`config.mk`:
```
export PLATFORM = sky130hd
export DESIGN_NAME = irq_ctrl_param
export DESIGN_NICKNAME = d
export VERILOG_FILES = /design/src/rtl/irq_pkg.sv /design/src/rtl/irq_flag_cell.sv /design/src/rtl/irq_ctrl_param.sv
export SDC_FILE = /design/constraint.sdc
export NUM_CORES = 1
export LEC_CHECK = 0
export ABC_AREA = 1
export ABC_CLOCK_PERIOD_IN_PS = 1200
export CORE_ASPECT_RATIO = 0.8
export CORE_MARGIN = 2
export CORE_UTILIZATION = 36
export DETAILED_ROUTE_END_ITERATION = 10
export PLACE_DENSITY_LB_ADDON = 0.15
export REMOVE_ABC_BUFFERS = 1
export SLEW_MARGIN = 25
export SYNTH_ARGS = -nofsm -noshare
export SYNTH_HDL_FRONTEND = slang
export SYNTH_SLANG_ARGS = --single-unit
```
`constraint.sdc`:
```
create_clock -name clock -period 1.2 [get_ports clock]
set_input_delay 0.12 -clock clock [delete_from_list [all_inputs] [get_ports clock]]
set_output_delay 0.12 -clock clock [all_outputs]
set_load 0.005 [all_outputs]
```
`src/rtl/irq_pkg.sv`:
```
// Shared constants and source names for the GBA interrupt controller.
package irq_pkg;

    localparam int unsigned GBA_NUM_IRQ   = 14;
    localparam logic [4:0]  CPSR_IRQ_MODE = 5'b10010;

    // GBA peripheral interrupt sources, in IE/IF bit order.
    typedef enum logic [3:0] {
        IRQ_VBLANK  = 4'd0,
        IRQ_HBLANK  = 4'd1,
        IRQ_VCOUNT  = 4'd2,
        IRQ_TIMER0  = 4'd3,
        IRQ_TIMER1  = 4'd4,
        IRQ_TIMER2  = 4'd5,
        IRQ_TIMER3  = 4'd6,
        IRQ_SERIAL  = 4'd7,
        IRQ_DMA0    = 4'd8,
        IRQ_DMA1    = 4'd9,
        IRQ_DMA2    = 4'd10,
        IRQ_DMA3    = 4'd11,
        IRQ_KEYPAD  = 4'd12,
        IRQ_GAMEPAK = 4'd13
    } irq_src_e;

    // Keypad is level-sensitive (held key combination); everything else is edge.
    localparam logic [GBA_NUM_IRQ-1:0] GBA_EDGE_MASK = 14'h2FFF;

endpackage

```
`src/rtl/irq_flag_cell.sv`:
```
// One interrupt flag: edge or level capture, set wins over acknowledge.
module irq_flag_cell #(
    parameter bit EDGE = 1'b1
) (
    input  logic clock,
    input  logic reset,
    input  logic src,
    input  logic ack,
    output logic flag
);

    logic set_c;

    generate
        if (EDGE) begin : g_edge
            logic src_q;

            // Source history for rising-edge detection; clears to 0 so a
            // source already high after reset counts as an edge.
            always_ff @(posedge clock or posedge reset) begin
                if (reset) begin
                    src_q <= 1'b0;
                end else begin
                    src_q <= src;
                end
            end

            assign set_c = src & ~src_q;
        end else begin : g_level
            assign set_c = src;
        end
    endgenerate

    // Flag register: a new set beats a simultaneous acknowledge.
    always_ff @(posedge clock or posedge reset) begin
        if (reset) begin
            flag <= 1'b0;
        end else begin
            flag <= set_c | (flag & ~ack);
        end
    end

endmodule

```
`src/rtl/irq_ctrl_param.sv`:
```
// Parametrised interrupt controller: flags, priority index, wake and delayed nIRQ.
module irq_ctrl_param
    import irq_pkg::*;
#(
    parameter int unsigned NUM_SRC   = GBA_NUM_IRQ,
    parameter logic [15:0] EDGE_MASK = 16'h3FFF,
    parameter int unsigned IRQ_DELAY = 2,
    parameter logic [4:0]  IRQ_MODE  = CPSR_IRQ_MODE
) (
    input  logic               clock,
    input  logic               reset,
    input  logic               ime,
    input  logic [NUM_SRC-1:0] reg_ie,
    input  logic               ack_we,
    input  logic [NUM_SRC-1:0] ack_mask,
    input  logic [NUM_SRC-1:0] src,
    input  logic [4:0]         cpu_mode,
    output logic [NUM_SRC-1:0] reg_if,
    output logic               irq_n,
    output logic               pend_valid,
    output logic [3:0]         pend_id,
    output logic               wake
);

    localparam int unsigned ID_W = 4;

    logic [NUM_SRC-1:0] flag;
    logic [NUM_SRC-1:0] act;
    logic               act_any;
    logic               req;
    logic               stage_out;
    logic [ID_W-1:0]    enc_id;

    // One capture cell per source.
    generate
        for (genvar i = 0; i < int'(NUM_SRC); i++) begin : g_cell
            irq_flag_cell #(
                .EDGE (EDGE_MASK[i])
            ) u_cell (
                .clock (clock),
                .reset (reset),
                .src   (src[i]),
                .ack   (ack_we & ack_mask[i]),
                .flag  (flag[i])
            );
        end
    endgenerate

    assign reg_if  = flag;
    assign act     = flag & reg_ie;
    assign act_any = |act;
    assign req     = act_any & ime & (cpu_mode != IRQ_MODE);

    // Fixed priority: lowest active index wins.
    always_comb begin
        enc_id = '0;
        for (int i = int'(NUM_SRC) - 1; i >= 0; i--) begin
            if (act[i]) begin
                enc_id = ID_W'(i);
            end
        end
    end

    // Programmable delay between request and the final nIRQ register.
    generate
        if (IRQ_DELAY == 0) begin : g_no_delay
            assign stage_out = req;
        end else begin : g_delay
            logic [IRQ_DELAY-1:0] pipe;

            // Shift request through IRQ_DELAY stages; no cancellation.
            always_ff @(posedge clock or posedge reset) begin
                if (reset) begin
                    pipe <= '0;
                end else begin
                    pipe[0] <= req;
                    for (int i = 1; i < int'(IRQ_DELAY); i++) begin
                        pipe[i] <= pipe[i-1];
                    end
                end
            end

            assign stage_out = pipe[IRQ_DELAY-1];
        end
    endgenerate

    // Final nIRQ register.
    always_ff @(posedge clock or posedge reset) begin
        if (reset) begin
            irq_n <= 1'b1;
        end else begin
            irq_n <= ~stage_out;
        end
    end

    // Pending index and halt wake; pend_id holds while nothing is pending.
    always_ff @(posedge clock or posedge reset) begin
        if (reset) begin
            pend_valid <= 1'b0;
            pend_id    <= '0;
            wake       <= 1'b0;
        end else begin
            pend_valid <= act_any;
            wake       <= act_any;
            if (act_any) begin
                pend_id <= enc_id;
            end
        end
    end

endmodule

```
; After elaboration in Yosys (flattened, before gate mapping)
; Index checks and enable logic that the tools add are counted.
; W data, S select, Z words.
[op_classes]
n_mux = 14
reduce_logical = 1
bitwise = 88
eq_ne = 1
[op_table]
columns = cell, n
row1 = $mux W4, 14
row2 = $and A1 B1 Y1, 44
row3 = $not A1 Y1, 29
row4 = $and A14 B14 Y14, 1
row5 = $or A1 B1 Y1, 14
row6 = $reduce_or A14 Y1, 1
row7 = $ne A5 B5 Y1 const B, 1
[totals]
input_bits = 51
regBits = 36
out_inout_bits = 21
word_cells = 136

; Logic depth before layout (Yosys ltp)
[logic_depth]
ltp_word = 15
ltp_mapped = 16
depth_no_buf = 16

; Modules after synthesis
; From an unflattened synthesis, not the netlist that was laid out.
[unflattened]
hier_cells = 209
area_unflattened_um2 = 1609.0
[modules_own_cells]
columns = module, cells_each, instances, area_per_inst_um2, seq_area_each_um2
row1 = irq_flag_cell, 8, 14, 72.6, 50.0
row2 = irq_ctrl_param, 97, 1, 593.1, 201.4

; Worst setup path before layout
; OpenSTA, ideal clock, no wires.
[synth_path]
kind = register -> register
start = register g_cell[11].u_cell.flag
end = register g_delay.pipe[0]
t_arrival_ns = 1.031
required_time_ns = 1.062
path_buffers = 0
slack_ns = 0.031
setup_ns = 0.138
synth_period_minus_slack_ns = 1.169
stages_incl_launch_ff = 9
path_cell_list = dfrtp_1 > nand2_1 > nand2_1 > nor3_1 > inv_2 > nor2_2 > inv_2 > nand2_1 > a41oi_1
[synth_between]
elab_chain_cells = 4
[synth_lines]
columns = item, line
row1 = "start, declared", irq_flag_cell.sv:9  ; output logic flag
row2 = "start signal, assigned", irq_flag_cell.sv:39  ; flag <= set_c | (flag & ~ack);
row3 = $and A14 B14 Y14, irq_ctrl_param.sv:50  ; assign act = flag & reg_ie;
row4 = $reduce_or A14 Y1, irq_ctrl_param.sv:51  ; assign act_any = |act;
row5 = named net act_any, irq_ctrl_param.sv:29  ; logic act_any;
row6 = $and A1 B1 Y1 (2 in a row), irq_ctrl_param.sv:52  ; assign req = act_any & ime & (cpu_mode != IRQ_MODE);
row7 = named net req, irq_ctrl_param.sv:30  ; logic req;
row8 = "end signal, assigned", irq_ctrl_param.sv:76  ; pipe[0] <= req;
row9 = "end signal, assigned by index", irq_ctrl_param.sv:78  ; pipe[i] <= pipe[i-1];
row10 = "end, declared", irq_ctrl_param.sv:69  ; logic [IRQ_DELAY-1:0] pipe;
; The timed path passes the listed nets, and every way through them passes these cells.
; A chain may end at the register's enable or synchronous reset.

; Worst setup path after layout
[layout_path]
start = register g_cell[9].u_cell.flag
end = register g_delay.pipe[0]
[layout_between]
elab_chain_cells = 4
[layout_lines]
columns = item, line
row1 = "start, declared", irq_flag_cell.sv:9
row2 = "start signal, assigned", irq_flag_cell.sv:39
row3 = $and A14 B14 Y14, irq_ctrl_param.sv:50
row4 = $reduce_or A14 Y1, irq_ctrl_param.sv:51
row5 = named net act_any, irq_ctrl_param.sv:29
row6 = $and A1 B1 Y1 (2 in a row), irq_ctrl_param.sv:52
row7 = named net req, irq_ctrl_param.sv:30
; The timed path passes the listed nets, and every way through them passes these cells.

==> results.sh <==
export IMPL_ys_top_cells_by_area="dfrtp_1 (58%), nand2_1 (15%), buf_4 (7.4%), inv_1 (4.7%), o21ai_0 (4.6%)"
export IMPL_synth_edf_count=0
export IMPL_fmax_ghz=0.7954
export IMPL_start_kind="flip-flop"
export IMPL_fin_util_pct=63.45
export IMPL_postCtsHoldBufs=0
export IMPL_drv_slew=0
export IMPL_worst_endpoint_arrival_ps=1410
export IMPL_drt_iter0_markers=37
export IMPL_synth_compound_area_share_pct=7.013
export IMPL_avgRoutedWirePerCell_um=10.21
export IMPL_grt_antenna_before_repair=0
export IMPL_muxShareOfSynthArea_pct=0
export IMPL_firstDrtPassIters=4
export IMPL_clock_latency_ps=280
export IMPL_dieArea_sq_mm=0.004751
export IMPL_post_route_period_util_pct=104.8
export IMPL_status="complete, but fails checks"
export IMPL_synth_commonest_cells="nand2_1 (61), dfrtp_1 (35), inv_1 (19), buf_4 (15), o21ai_0 (14)"
export IMPL_cpPeakStageDelay_ps=400
export IMPL_crit_family="simple AND/OR/NAND/NOR gates"
export IMPL_synth_seq_cells=36
export IMPL_crit_buf_inv=3
export IMPL_crit_fanout=4
export IMPL_synth_xor_area_share_pct=0
export IMPL_num_rows=21
export IMPL_final_antenna_net_count=0
export IMPL_gp_congestion=0.6837
export IMPL_endpoint_kind="flip-flop"
export IMPL_avgSynthCellArea_sq_um=8.973
export IMPL_cpMaxStageDelayCell="dfrtp_1"
export IMPL_synth_top_family_by_area="simple AND/OR/NAND/NOR gates"
export IMPL_peakVddDrop_mv=0.6627
export IMPL_power_per_cell_area_mw_per_mm2=1145
export IMPL_worstReg2RegStart="g_cell[9].u_cell.flag$_DFF_PP0_"
export IMPL_crit_path_cell_trace="buf_6 -> nand2_4 -> nand2_2 -> nor3_2 -> inv_2 -> nor2_4 -> inv_2 -> nand2_2 -> a41oi_1"
export IMPL_power_uw=2997
export IMPL_antenna_cells=0
export IMPL_finalHoldViolCount=0
export IMPL_worst_pin_slew_ps=195.7
export IMPL_whs_ps=176.8
export IMPL_rsz0062_at_grt="true"
export IMPL_clock_sinks=36
export IMPL_worst_slack_ps=-57.26
export IMPL_core_area_sq_mm=0.004125
export IMPL_min_period_ps=1257
export IMPL_ys_types=17
export IMPL_drive_above_1_share_pct=25.56
export IMPL_yosysSeqAreaShare_pct=59.49
export IMPL_netlist_instances=169
export IMPL_finClkSkew_ps=4.191
export IMPL_yosys_area_share_simple_pct=20.63
export IMPL_viasPerCell=4.070
export IMPL_dp_hpwl_mm=2.518
export IMPL_cts_tree="yes"
export IMPL_drcViolationCount=0
export IMPL_crit_start="g_cell[9].u_cell.flag$_DFF_PP0_"
export IMPL_crit_type="reg -> reg"
export IMPL_synth_fa_ha_area_share_pct=0
export IMPL_relSlewSlack_pct=86.96
export IMPL_syn_to_final_growth_pct=72.61
export IMPL_grt_overflow_total=0
export IMPL_grt_max_degree=37
export IMPL_synth_top_cell_area_share_pct=57.76
export IMPL_synth_main_ff_cell="dfrtp_1"
export IMPL_grt_pass1_vias=1221
export IMPL_fin_nets=320
export IMPL_async_flop_share_pct=100.0
export IMPL_synth_warnings=0
export IMPL_p_leak_uw=0.001312
export IMPL_start_util_pct=36.76
export IMPL_synth_top_cell_by_area="dfrtp_1"
export IMPL_cts_clk_slew_worst_paths_ps=70
export IMPL_drt_total_wl_mm=3.339
export IMPL_fillers=377
export IMPL_h_tree_depth=2
export IMPL_io_pins=72
export IMPL_portBuffers=71
export IMPL_dp_slack_ps=-236.0
export IMPL_synth_most_common_cell="nand2_1"
export IMPL_die_width_um=76.57
export IMPL_numCtsBuffers=5
export IMPL_required_ps=1350
export IMPL_grt_pass1_wl_mm=5.299
export IMPL_grtUsageTotal_pct=14.96
export IMPL_vias=1331
export IMPL_cts_root_buf="clkbuf_8"
export IMPL_cap_viol_max_count=0
export IMPL_setup_violations=3
export IMPL_clk_path_buf_depth=2
export IMPL_holdCritPathClass="in -> async"
export IMPL_synthesis_area_sq_mm=0.001516
export IMPL_die_h_um=62.05
export IMPL_violations="setup timing"
## sequential cells by signal, summed over array words and instances, names as in the netlist
name	flops
pend_id	4
wake	1
irq_n	1
g_delay.pipe	2
g_cell.u_cell.g_edge.src_q	14
g_cell.u_cell.flag	14
## path summary, 6_finish.rpt
check                                                           to  slack [ps]  cells after the start
setup / recovery                         g_delay.pipe[0]$_DFF_PP0_         -60                      9
min in group clock         g_cell[4].u_cell.g_edge.src_q$_DFF_PP0_         300                      1
hold reg to reg                                    irq_n$_DFF_PP1_         350                      1
hold / removal             g_cell[6].u_cell.g_edge.src_q$_DFF_PP0_         180                      3
max in group asynchronous                          irq_n$_DFF_PP1_         770                      3
setup reg to reg                         g_delay.pipe[0]$_DFF_PP0_         -60                      9
## worst reg2reg max path: cells and delay by family, from the launching register on
family | cells | cell delay, ps
flops | 1 | 400
buf+inv | 3 | 250
compound gates | 1 | 40
simple gates | 5 | 450
## logic make-up after synthesis
kind of cell           Yosys count
and+or+nand+nor                 77
buffers and inverters           37
DFF                             36
AOI/OAI and AO/OA               19
## final cells by class
type                            count  area [sq um]  share of cell area, %
Inverter                           21         78.83                  3.011
Sequential cell                    36         902.1                  34.46
Clock buffer                        8         90.09                  3.442
Timing Repair Buffer              109          1003                  38.34
Multi-Input combinational cell     96         471.7                  18.02
Tap cell                           57         71.32                  2.725
## routing by layer
layer	global-route usage (%)	routed length, um
met4	7.792	66
met5	0	0
met2	23.26	1489
met3	5.780	263
met1	18.69	1520
## where the power goes
part,switching (uW),internal (uW),leakage [uW]
clock,395,468,0.0000455
sequential,47.0,1320,0.000415
combinational,287,483,0.000851
total,728,2270,0.00131
## per-stage QoR
| stage | cells | TNS [ps] | instance area [sq um] |
|---|---|---|---|
| floorplan | 153 | 0 | 1400 |
| global placement | 312 | -882.6 | 2440 |
| detailed placement | 312 | -969.9 | 2440 |
| CTS | 324 | -117.8 | 2571 |
| global route | 327 | -580.3 | 2618 |
| finish | 327 | -112.5 | 2618 |
## timing repair
item | CTS | global route
setup buffers | 4 | 3
endpoints found under the setup margin | 25 | 16
hold endpoints to repair | 0 | 0
gates cloned | 0 | 0
gates resized for setup | 32 | 18
pin swaps | 4 | 4
## placed cells by master, fill, tap and decap left out, types with 4 or more instances in the layout
cell	synthesis	final
buf_4	15	34
clkbuf_8	0	6
clkdlybuf4s15_1	0	7
clkdlybuf4s50_1	0	50
dfrtp_1	35	35
dlygate4sd2_1	0	12
inv_1	19	18
nand2_1	61	54
nand2_2	8	12
nor2_1	6	4
o21ai_0	14	14
No activity file was read; power rests on OpenSTA's default activity.
